### src/rtl/load_store_unit_if.sv
// Request/response and memory-bus signals shared between the pipeline,
// the load/store unit and the word-addressed memory port.
interface load_store_unit_if #(
  parameter int DATA_WIDTH = 32,
  parameter int ADDR_WIDTH = 32
);
  logic                    req_valid;
  logic                    req_ready;
  logic [2:0]              addr_mode;
  logic [ADDR_WIDTH-1:0]   addr;
  logic [DATA_WIDTH-1:0]   wdata;
  logic                    rsp_valid;
  logic                    rsp_err;
  logic [DATA_WIDTH-1:0]   rdata;
  logic                    busy;
  logic                    bus_req;
  logic                    bus_we;
  logic [ADDR_WIDTH-1:0]   bus_addr;
  logic [DATA_WIDTH/8-1:0] bus_be;
  logic [DATA_WIDTH-1:0]   bus_wdata;
  logic                    bus_ack;
  logic [DATA_WIDTH-1:0]   bus_rdata;

  // The LSU itself: consumes pipeline requests and bus acks.
  modport slave (
    input  req_valid, addr_mode, addr, wdata, bus_ack, bus_rdata,
    output req_ready, rsp_valid, rsp_err, rdata, busy,
    output bus_req, bus_we, bus_addr, bus_be, bus_wdata
  );

  // The environment: pipeline issuing accesses plus the memory answering beats.
  modport master (
    output req_valid, addr_mode, addr, wdata, bus_ack, bus_rdata,
    input  req_ready, rsp_valid, rsp_err, rdata, busy,
    input  bus_req, bus_we, bus_addr, bus_be, bus_wdata
  );
endinterface

### src/rtl/load_store_unit.sv
// Load/store unit: byte/half/word accesses over a word-addressed 32-bit bus
// with req/ack beats. Accesses crossing a word boundary take two beats (or are
// rejected when misalignment is disallowed). Loads return sign/zero-extended data.
module load_store_unit #(
  parameter int DATA_WIDTH       = 32,
  parameter int ADDR_WIDTH       = 32,
  parameter bit ALLOW_MISALIGNED = 1'b1
) (
  input logic              clk,
  input logic              rst,
  load_store_unit_if.slave lsu_if
);

  localparam logic [1:0] S_IDLE = 2'd0;
  localparam logic [1:0] S_ACC0 = 2'd1;
  localparam logic [1:0] S_ACC1 = 2'd2;
  localparam logic [1:0] S_RESP = 2'd3;

  logic [1:0]            state_q, state_d;
  logic [2:0]            mode_q;
  logic [ADDR_WIDTH-1:0] addr_q;
  logic [DATA_WIDTH-1:0] wdata_q;
  logic [DATA_WIDTH-1:0] lo_q, hi_q;
  logic                  split_q;
  logic                  err_q;

  // Access size in bytes for each addressing mode.
  function automatic logic [2:0] size_of(input logic [2:0] mode);
    case (mode)
      3'b000, 3'b011, 3'b101: size_of = 3'd1;
      3'b001, 3'b100, 3'b110: size_of = 3'd2;
      default:                size_of = 3'd4;
    endcase
  endfunction

  logic [2:0] req_size;
  logic       req_split;
  logic       accept;

  // Decode the incoming request: does it spill into the next word?
  always_comb begin
    req_size  = size_of(lsu_if.addr_mode);
    req_split = ({2'b00, lsu_if.addr[1:0]} + {1'b0, req_size}) > 4'd4;
  end

  assign accept = (state_q == S_IDLE) && lsu_if.req_valid;

  // Next-state logic: acks only matter while a beat is outstanding.
  always_comb begin
    state_d = state_q;
    case (state_q)
      S_IDLE: if (lsu_if.req_valid)
                state_d = (req_split && !ALLOW_MISALIGNED) ? S_RESP : S_ACC0;
      S_ACC0: if (lsu_if.bus_ack) state_d = split_q ? S_ACC1 : S_RESP;
      S_ACC1: if (lsu_if.bus_ack) state_d = S_RESP;
      default: state_d = S_IDLE;
    endcase
  end

  // State register; reset abandons any access in flight.
  always_ff @(posedge clk) begin
    if (rst) state_q <= S_IDLE;
    else     state_q <= state_d;
  end

  // Request latch and read-beat capture.
  always_ff @(posedge clk) begin
    if (rst) begin
      mode_q  <= '0;
      addr_q  <= '0;
      wdata_q <= '0;
      lo_q    <= '0;
      hi_q    <= '0;
      split_q <= 1'b0;
      err_q   <= 1'b0;
    end else begin
      if (accept) begin
        mode_q  <= lsu_if.addr_mode;
        addr_q  <= lsu_if.addr;
        wdata_q <= lsu_if.wdata;
        split_q <= req_split;
        err_q   <= req_split && !ALLOW_MISALIGNED;
        lo_q    <= '0;
        hi_q    <= '0;
      end
      if (state_q == S_ACC0 && lsu_if.bus_ack) lo_q <= lsu_if.bus_rdata;
      if (state_q == S_ACC1 && lsu_if.bus_ack) hi_q <= lsu_if.bus_rdata;
    end
  end

  // Everything driven onto the bus derives from latched request state, so it
  // stays stable for as long as a beat waits for its ack.
  logic [2:0]              size_q;
  logic [1:0]              off_q;
  logic [4:0]              shamt;
  logic                    is_store;
  logic [3:0]              size_mask;
  logic [7:0]              lane_span;
  logic [2*DATA_WIDTH-1:0] wdata_span;
  logic [DATA_WIDTH-1:0]   window;
  logic [DATA_WIDTH-1:0]   load_val;
  logic [ADDR_WIDTH-1:0]   word_addr;

  assign size_q    = size_of(mode_q);
  assign off_q     = addr_q[1:0];
  assign shamt     = {off_q, 3'b000};
  assign is_store  = (mode_q >= 3'b101);
  assign word_addr = {addr_q[ADDR_WIDTH-1:2], 2'b00};

  // One enable bit per byte of the access, before placement on the lanes.
  genvar gi;
  generate
    for (gi = 0; gi < 4; gi++) begin : g_size_mask
      assign size_mask[gi] = (3'(gi) < size_q);
    end
  endgenerate

  // Two-word view: the low half feeds the first beat, the high half the second.
  assign lane_span  = {4'b0000, size_mask} << off_q;
  assign wdata_span = {{DATA_WIDTH{1'b0}}, wdata_q} << shamt;
  assign window     = DATA_WIDTH'({hi_q, lo_q} >> shamt);

  // Extend the selected bytes according to the load flavour.
  always_comb begin
    case (mode_q)
      3'b000:  load_val = {{24{window[7]}}, window[7:0]};
      3'b011:  load_val = {24'b0, window[7:0]};
      3'b001:  load_val = {{16{window[15]}}, window[15:0]};
      3'b100:  load_val = {16'b0, window[15:0]};
      default: load_val = window;
    endcase
  end

  // Bus beat outputs; idle value is all zeros.
  always_comb begin
    lsu_if.bus_req   = 1'b0;
    lsu_if.bus_we    = 1'b0;
    lsu_if.bus_addr  = '0;
    lsu_if.bus_be    = '0;
    lsu_if.bus_wdata = '0;
    case (state_q)
      S_ACC0: begin
        lsu_if.bus_req   = 1'b1;
        lsu_if.bus_we    = is_store;
        lsu_if.bus_addr  = word_addr;
        lsu_if.bus_be    = lane_span[3:0];
        lsu_if.bus_wdata = wdata_span[DATA_WIDTH-1:0];
      end
      S_ACC1: begin
        lsu_if.bus_req   = 1'b1;
        lsu_if.bus_we    = is_store;
        lsu_if.bus_addr  = word_addr + ADDR_WIDTH'(4);
        lsu_if.bus_be    = lane_span[7:4];
        lsu_if.bus_wdata = wdata_span[2*DATA_WIDTH-1:DATA_WIDTH];
      end
      default: ;
    endcase
  end

  // Pipeline-facing handshake and response.
  always_comb begin
    lsu_if.req_ready = (state_q == S_IDLE);
    lsu_if.busy      = (state_q != S_IDLE);
    lsu_if.rsp_valid = (state_q == S_RESP);
    lsu_if.rsp_err   = (state_q == S_RESP) && err_q;
    lsu_if.rdata     = (state_q == S_RESP && !is_store && !err_q) ? load_val : '0;
  end

endmodule
### src/flat_wrapper.sv
// flat-port wrapper written by rule: the top's interface ports become plain ports
module load_store_unit_flat 
#(
  parameter int DATA_WIDTH       = 32,
  parameter int ADDR_WIDTH       = 32,
  parameter bit ALLOW_MISALIGNED = 1'b1
)
  (clk, rst, lsu_if_req_valid, lsu_if_addr_mode, lsu_if_addr, lsu_if_wdata, lsu_if_bus_ack, lsu_if_bus_rdata, lsu_if_req_ready, lsu_if_rsp_valid, lsu_if_rsp_err, lsu_if_rdata, lsu_if_busy, lsu_if_bus_req, lsu_if_bus_we, lsu_if_bus_addr, lsu_if_bus_be, lsu_if_bus_wdata);
  load_store_unit_if #(.DATA_WIDTH(DATA_WIDTH), .ADDR_WIDTH(ADDR_WIDTH)) lsu_if_i ();
  input logic clk;
  input logic rst;
  input wire logic [$bits(lsu_if_i.req_valid)-1:0] lsu_if_req_valid;
  input wire logic [$bits(lsu_if_i.addr_mode)-1:0] lsu_if_addr_mode;
  input wire logic [$bits(lsu_if_i.addr)-1:0] lsu_if_addr;
  input wire logic [$bits(lsu_if_i.wdata)-1:0] lsu_if_wdata;
  input wire logic [$bits(lsu_if_i.bus_ack)-1:0] lsu_if_bus_ack;
  input wire logic [$bits(lsu_if_i.bus_rdata)-1:0] lsu_if_bus_rdata;
  output wire logic [$bits(lsu_if_i.req_ready)-1:0] lsu_if_req_ready;
  output wire logic [$bits(lsu_if_i.rsp_valid)-1:0] lsu_if_rsp_valid;
  output wire logic [$bits(lsu_if_i.rsp_err)-1:0] lsu_if_rsp_err;
  output wire logic [$bits(lsu_if_i.rdata)-1:0] lsu_if_rdata;
  output wire logic [$bits(lsu_if_i.busy)-1:0] lsu_if_busy;
  output wire logic [$bits(lsu_if_i.bus_req)-1:0] lsu_if_bus_req;
  output wire logic [$bits(lsu_if_i.bus_we)-1:0] lsu_if_bus_we;
  output wire logic [$bits(lsu_if_i.bus_addr)-1:0] lsu_if_bus_addr;
  output wire logic [$bits(lsu_if_i.bus_be)-1:0] lsu_if_bus_be;
  output wire logic [$bits(lsu_if_i.bus_wdata)-1:0] lsu_if_bus_wdata;
  assign lsu_if_i.req_valid = lsu_if_req_valid;
  assign lsu_if_i.addr_mode = lsu_if_addr_mode;
  assign lsu_if_i.addr = lsu_if_addr;
  assign lsu_if_i.wdata = lsu_if_wdata;
  assign lsu_if_i.bus_ack = lsu_if_bus_ack;
  assign lsu_if_i.bus_rdata = lsu_if_bus_rdata;
  assign lsu_if_req_ready = lsu_if_i.req_ready;
  assign lsu_if_rsp_valid = lsu_if_i.rsp_valid;
  assign lsu_if_rsp_err = lsu_if_i.rsp_err;
  assign lsu_if_rdata = lsu_if_i.rdata;
  assign lsu_if_busy = lsu_if_i.busy;
  assign lsu_if_bus_req = lsu_if_i.bus_req;
  assign lsu_if_bus_we = lsu_if_i.bus_we;
  assign lsu_if_bus_addr = lsu_if_i.bus_addr;
  assign lsu_if_bus_be = lsu_if_i.bus_be;
  assign lsu_if_bus_wdata = lsu_if_i.bus_wdata;
  load_store_unit #(.DATA_WIDTH(DATA_WIDTH), .ADDR_WIDTH(ADDR_WIDTH), .ALLOW_MISALIGNED(ALLOW_MISALIGNED)) u_core (.clk(clk), .rst(rst), .lsu_if(lsu_if_i));
endmodule
### config.mk
export PLATFORM = sky130hd
export DESIGN_NAME = load_store_unit_flat
export DESIGN_NICKNAME = d
export VERILOG_FILES = /design/src/rtl/load_store_unit_if.sv /design/src/rtl/load_store_unit.sv /design/src/flat_wrapper.sv
export SDC_FILE = /design/constraint.sdc
export NUM_CORES = 1
export LEC_CHECK = 0
export ABC_CLOCK_PERIOD_IN_PS = 7400
export CAP_MARGIN = 20
export CORE_ASPECT_RATIO = 1.4
export CORE_UTILIZATION = 53
export DETAILED_ROUTE_END_ITERATION = 8
export MAX_ROUTING_LAYER = met4
export PLACE_DENSITY = 0.86
export SLEW_MARGIN = 20
export SYNTH_ARGS = -nofsm -noshare
export SYNTH_HDL_FRONTEND = slang
export SYNTH_SLANG_ARGS = --single-unit
### constraint.sdc
create_clock -name clk -period 7.4 [get_ports clk]
set_clock_uncertainty 0.1 [all_clocks]
set_input_delay 1.85 -clock clk [delete_from_list [all_inputs] [get_ports clk]]
set_output_delay 1.85 -clock clk [all_outputs]
set_load 0.03 [all_outputs]
Word-level counts from Yosys, hierarchy flattened
Cells that the tools add are included.

operators by class
  add/subtract/negate cells = 2
  multiply operators = 0
  div/mod/pow operators = 0
  order comparisons = 6
  equality and inequality tests = 16
  shift-type cells = 3
  multiplexer cells = 17
  bitwise gates (word level) = 0
  reduce and logical (&&, ||, !) cells = 17

operators by type and width
  kind                                                                             count
  32-bit 2-to-1 mux                                                                4
  32-bit case mux with 2 select lines                                              2
  32-bit case mux with 4 select lines                                              1
  32-bit by 5-bit left shift with 64-bit output                                    1
  64-bit by 5-bit right shift with 32-bit output                                   1
  32-bit by 3-bit adder with 32-bit output, second input constant                  1
  3-bit == test, second input constant                                             6
  3-bit case mux with 2 select lines                                               2
  3-bit OR reduction                                                               4
  4-bit case mux with 2 select lines                                               1
  4-bit by 2-bit left shift with 8-bit output                                      1
  3-bit by 1-bit == test with 1-bit output, second input constant                  2
  3-bit by 2-bit == test with 1-bit output, second input constant                  2
  3-bit logical NOT                                                                2
  1-bit by 3-bit < comparator with 1-bit output, first input constant              2
  2-bit by 3-bit < comparator with 1-bit output, first input constant              2
  2-bit 2-to-1 mux                                                                 3
  2-bit inequality test, second input constant                                     3
  2-bit case mux with 3 select lines                                               1
  2-bit nonzero test                                                               3
  2-bit by 3-bit adder with 4-bit output                                           1
  2-bit == test, second input constant                                             2
  4-bit by 3-bit greater-than comparator with 1-bit output, second input constant  1
  1-bit logical AND                                                                4
  7 further kinds                                                                  9

storage, ports and cells
  register bits after elaboration = 134
  bits in latches = 0
  RAM bits = 0
  ROM bits = 0
  output and inout bits = 106
  word-level logic and storage cells = 68
  memories kept = 0

Depth between registers and ports, before layout
  depth in word-level cells = 6
  depth in mapped cells = 9

Least setup slack after synthesis
No wires, ideal clock.

  path type = register to output
  from = register u_core.state_q[0]
  to = output lsu_if_bus_addr[8]
  arrival time = 2.564 ns
  required time = 5.450 ns
  slack = 2.886 ns
  stages on the path, launching flop included = 7
  cells stage by stage = dfxtp_1 -> inv_1 -> ha_1 -> clkbuf_1 -> nand2_2 -> buf_1 -> o41ai_1

between the ends
  longest elaborated chain between the ends = 2
  elaborated cells on any way between the ends = 3
  those cells by class = 2 x eq/ne; 1 x mux

RTL lines
  what                                                                       line                    text
  from (decl)                                                                load_store_unit.sv:19   logic [1:0] state_q, state_d;
  from (signal assigned)                                                     load_store_unit.sv:63   else state_q <= state_d;
  2-bit == test or 2-bit by 1-bit == test with 1-bit output (tied branches)  load_store_unit.sv:141  case (state_q)
  32-bit case mux with 2 select lines (*)                                    load_store_unit.sv:141
  to (decl)                                                                  flat_wrapper.sv:25      output wire logic [$bits(lsu_if_i.bus_addr)-1:0] lsu_if_bus_addr;

Mark *: on every way between the ends. The rest lies on a longest branch, timed or not.

Final worst setup path
  from = register u_core.addr_q[0]
  to = output lsu_if_bus_wdata[23]

between the ends
  longest elaborated chain between the ends = 2

RTL lines
  what                                           line                    text
  from (decl)                                    load_store_unit.sv:21   logic [ADDR_WIDTH-1:0] addr_q;
  from (signal assigned)                         load_store_unit.sv:79   addr_q <= lsu_if.addr;
  32-bit by 5-bit left shift with 64-bit output  load_store_unit.sv:120  assign wdata_span = {{DATA_WIDTH{1'b0}}, wdata_q} << shamt;
  32-bit case mux with 2 select lines            load_store_unit.sv:141
  to (decl)                                      flat_wrapper.sv:27      output wire logic [$bits(lsu_if_i.bus_wdata)-1:0] lsu_if_bus_wdata;

No other way between the ends.

==> flow_metrics.env <==
export IMPL_holdCritStartpoint="u_core.split_q$_SDFFE_PP0P_"
export IMPL_ctsResizeCount=0
export IMPL_die_h_um=146
export IMPL_period_minus_slack_ns=5.58
export IMPL_hold_depth=2
export IMPL_postSynthCellCount=977
export IMPL_cts_clk_slew_worst_paths_ns=0.06
export IMPL_numCtsBuffers=17
export IMPL_grt_max_degree=90
export IMPL_wl_per_cell_um=18.6
export IMPL_rrSetupSlack_ns=4.56
export IMPL_ir_drop_mv=0.172
export IMPL_drc=0
export IMPL_setup_tns_final_ns=0
export IMPL_path_class="reg2out"
export IMPL_met2_usage=0.552
export IMPL_grt_pass1_vias=7840
export IMPL_dpl_cell_area_sq_mm=0.00982
export IMPL_fmax_mhz=179
export IMPL_grt_use_total=0.330
export IMPL_synth_fa_ha_area_frac=0.0169
export IMPL_synth_simple_area_share=0.218
export IMPL_synth_seq_area_share=0.322
export IMPL_nFillCells=1132
export IMPL_synth_compound_area_share=0.240
export IMPL_yosysUniqueCellTypes=67
export IMPL_synthFlopType="dfxtp_1"
export IMPL_synth_edf_count=0
export IMPL_post_drt_via_cell_ratio=6.24
export IMPL_grt_most_used_layer="met2"
export IMPL_first_iter_violations=804
export IMPL_ant_nets=0
export IMPL_cp_arrival_ns=3.63
export IMPL_rr_worst_depth=7
export IMPL_setup_viol=0
export IMPL_outcome="complete, no violations"
export IMPL_p_leak_nw=3.59
export IMPL_cap_viol_max_count=0
export IMPL_initial_core_util=0.542
export IMPL_io_buffers=205
export IMPL_slew_violations=0
export IMPL_root_buffer="clkbuf_16"
export IMPL_rsz0062_at_grt="false"
export IMPL_hp_class="reg2reg"
export IMPL_grt_pass1_wl_um=39300
export IMPL_cp_start_kind="flip-flop"
export IMPL_end_kind="output pin"
export IMPL_htreeDepth=4
export IMPL_synth_top_family_by_area="compound AO/OA/AOI/OAI gates"
export IMPL_ys_seq_elements=126
export IMPL_ys_warn_count=0
export IMPL_final_nets=1234
export IMPL_cts_tree="yes"
export IMPL_core_area_sq_mm=0.0144
export IMPL_p_total_w=0.00295
export IMPL_grtUsageMet1=0.389
export IMPL_async_flop_share=0
export IMPL_die_x_um=105
export IMPL_synthMuxAreaShare=0.142
export IMPL_drive_gt1_frac=0.0917
export IMPL_worstPathRequired_ns=5.45
export IMPL_syn_area_sq_mm=0.00783
export IMPL_synth_area_per_cell_sq_um=8.01
export IMPL_clock_sinks=126
export IMPL_fin_crit_sh=0.753
export IMPL_final_cells=1323
export IMPL_routed_wl_um=24700
export IMPL_final_cell_area_sq_mm=0.0104
export IMPL_antenna_cells=0
export IMPL_power_density_mw_per_mm2=283
export IMPL_startpoint="u_core.addr_q[0]$_SDFFE_PP0P_"
export IMPL_met3_usage=0.0533
export IMPL_rows=52
export IMPL_antenna_found_initial=0
export IMPL_r2r_end="u_core.hi_q[19]$_SDFFE_PP0P_"
export IMPL_first_pass_iters=7
export IMPL_postCtsSetupRepairBufs=0
export IMPL_cts_hold_buf=0
export IMPL_die_area_sq_mm=0.0153
export IMPL_crit_path_end="lsu_if_bus_wdata[23]"
export IMPL_area_growth_pct=33.2
export IMPL_tightest_slew_ns=1.11
export IMPL_yosys_area_share_xor_xnor=0.00559
export IMPL_clock_latency_ns=0.41
export IMPL_hpwlAfterDp_um=16700
export IMPL_clock_tree_buffer_depth=2
export IMPL_vias=8261
export IMPL_gr_total_overflow=0
export IMPL_globalplace_congestion=0.934
export IMPL_dp_cells=1291
export IMPL_slew_headroom=0.261
export IMPL_num_io_pins=209
export IMPL_critPathMaxFanout=59
export IMPL_hold_viol=0
export IMPL_reg2reg_from="u_core.state_q[0]$_SDFFE_PP0P_"
-- how the worst min path moves through the flow --
stage and to:
5_1_grt u_core.wdata_q[27]$_SDFFE_PP0P_, 4_1_cts u_core.wdata_q[13]$_SDFFE_PP0P_, 6_report u_core.split_q$_SDFFE_PP0P_, 3_3_place_gp u_core.addr_q[31]$_SDFFE_PP0P_, 2_1_floorplan u_core.addr_q[31]$_SDFFE_PP0P_, 3_5_place_dp u_core.addr_q[31]$_SDFFE_PP0P_
-- synthesized netlist by cell type, types with 3 or more instances --
cell type  number  area, sq um
nand2_1       183          687
dfxtp_1       126         2520
nor2_1        111          417
a21oi_1        85          425
clkbuf_1       66          248
a22oi_1        64          480
mux4_2         32          721
mux2i_1        28          280
o21ai_0        23          115
o21a_1         20          150
a22o_1         16          140
a31oi_1        14         87.6
buf_2          14         70.1
inv_1          12         45.0
nor3_1         12         60.1
nand3_1        11         55.1
and3_1         10         62.6
mux2_2         10          113
ha_1            9          113
a211oi_1        8         60.1
nand4_1         8         50.1
o22a_1          8         70.1
and2_1          7         43.8
nor2b_1         7         43.8
a222oi_1        6         60.1
buf_4           6         45.0
nor4_1          5         31.3
a211o_1         4         35.0
a21o_1          4         30.0
a31o_2          4         35.0
buf_1           4         15.0
or3_1           4         25.0
xor2_1          4         35.0
a32oi_1         3         26.3
and4_1          3         26.3
nand2b_1        3         18.8
nand3b_1        3         22.5
-- logic make-up (layout without fill, tap and decap cells) --
family	count (synthesis)	after routing
other	1	3
adder cells (fa/ha/maj)	10	10
AND/OR/NAND/NOR	383	383
flip-flops	126	126
XOR/XNOR	5	5
buffers and inverters	104	259
multiplexers	70	70
AO/OA/AOI/OAI	278	278
-- layer usage --
| metal | vias up | share of wire |
|---|---|---|
| met1 | 3921 | 0.39 |
| met5 | - | 0 |
| met4 | 0 | 0.032 |
| li1 | 3830 | - |
| met2 | 448 | 0.50 |
| met3 | 62 | 0.084 |
-- final cells by class --
cell class / count / area (sq um) / share of cell area
clock buffer: 20 / 457 / 0.0438
timing repair buffer: 214 / 2120 / 0.203
inverter: 13 / 48.8 / 0.00468
multi-input combinational: 749 / 4890 / 0.469
tap: 189 / 236 / 0.0227
sequential: 126 / 2530 / 0.242
clock inverter: 12 / 148 / 0.0142
-- registers in the layout, indices dropped and copies added, names as in the netlist --
register        cells
u_core.hi_q        24
u_core.wdata_q     32
u_core.addr_q      32
u_core.mode_q       3
u_core.split_q      1
u_core.state_q      2
u_core.lo_q        32
-- power breakdown --
part / total, W / switching, W / internal (W)
combinational: 0.00114 / 0.000712 / 0.000428
sequential: 0.000948 / 0.000163 / 0.000784
clock: 0.000859 / 0.000336 / 0.000523
total: 0.00295 / 0.00121 / 0.00174
-- critical path, cell delays in order, from the launching register on --
cell	delay [ns]
dfxtp_4	0.72
buf_4	0.63
nor2b_1	0.34
and2_0	0.41
a222oi_1	0.37
nor2_1	0.07
clkdlybuf4s50_1	0.62
-- cells in the final DEF, fill, tap and decap left out, types with 4 or more instances in the layout --
master / netlist / final
clkdlybuf4s50_1: 0 / 204
nand2_1: 183 / 182
dfxtp_1: 126 / 124
nor2_1: 111 / 110
a21oi_1: 85 / 85
a22oi_1: 64 / 64
mux4_2: 32 / 32
mux2i_1: 28 / 28
o21ai_0: 23 / 23
o21a_1: 20 / 20
clkbuf_16: 0 / 17
a22o_1: 16 / 16
a31oi_1: 14 / 14
inv_1: 12 / 12
nor3_1: 12 / 11
nand3_1: 11 / 11
mux2_2: 10 / 10
and3_1: 10 / 10
buf_4: 6 / 10
ha_1: 9 / 9
a211oi_1: 8 / 8
o22a_1: 8 / 8
nand4_1: 8 / 8
nor2b_1: 7 / 7
inv_6: 0 / 7
and2_1: 7 / 6
a222oi_1: 6 / 6
nor4_1: 5 / 5
xor2_1: 4 / 4
a31o_2: 4 / 4
a211o_1: 4 / 4
a21o_1: 4 / 4
or3_1: 4 / 4
-- stage by stage --
step	hold WS (ns)	setup WS [ns]	utilization
after global placement	0.365	2.37	0.680
after detailed placement	0.378	2.31	0.680
final	0.395	1.82	0.722
after global routing	0.417	1.56	0.722
after CTS	0.395	1.87	0.722
after floorplan	0.350	2.89	-
Power figures use the tool's default switching activity.
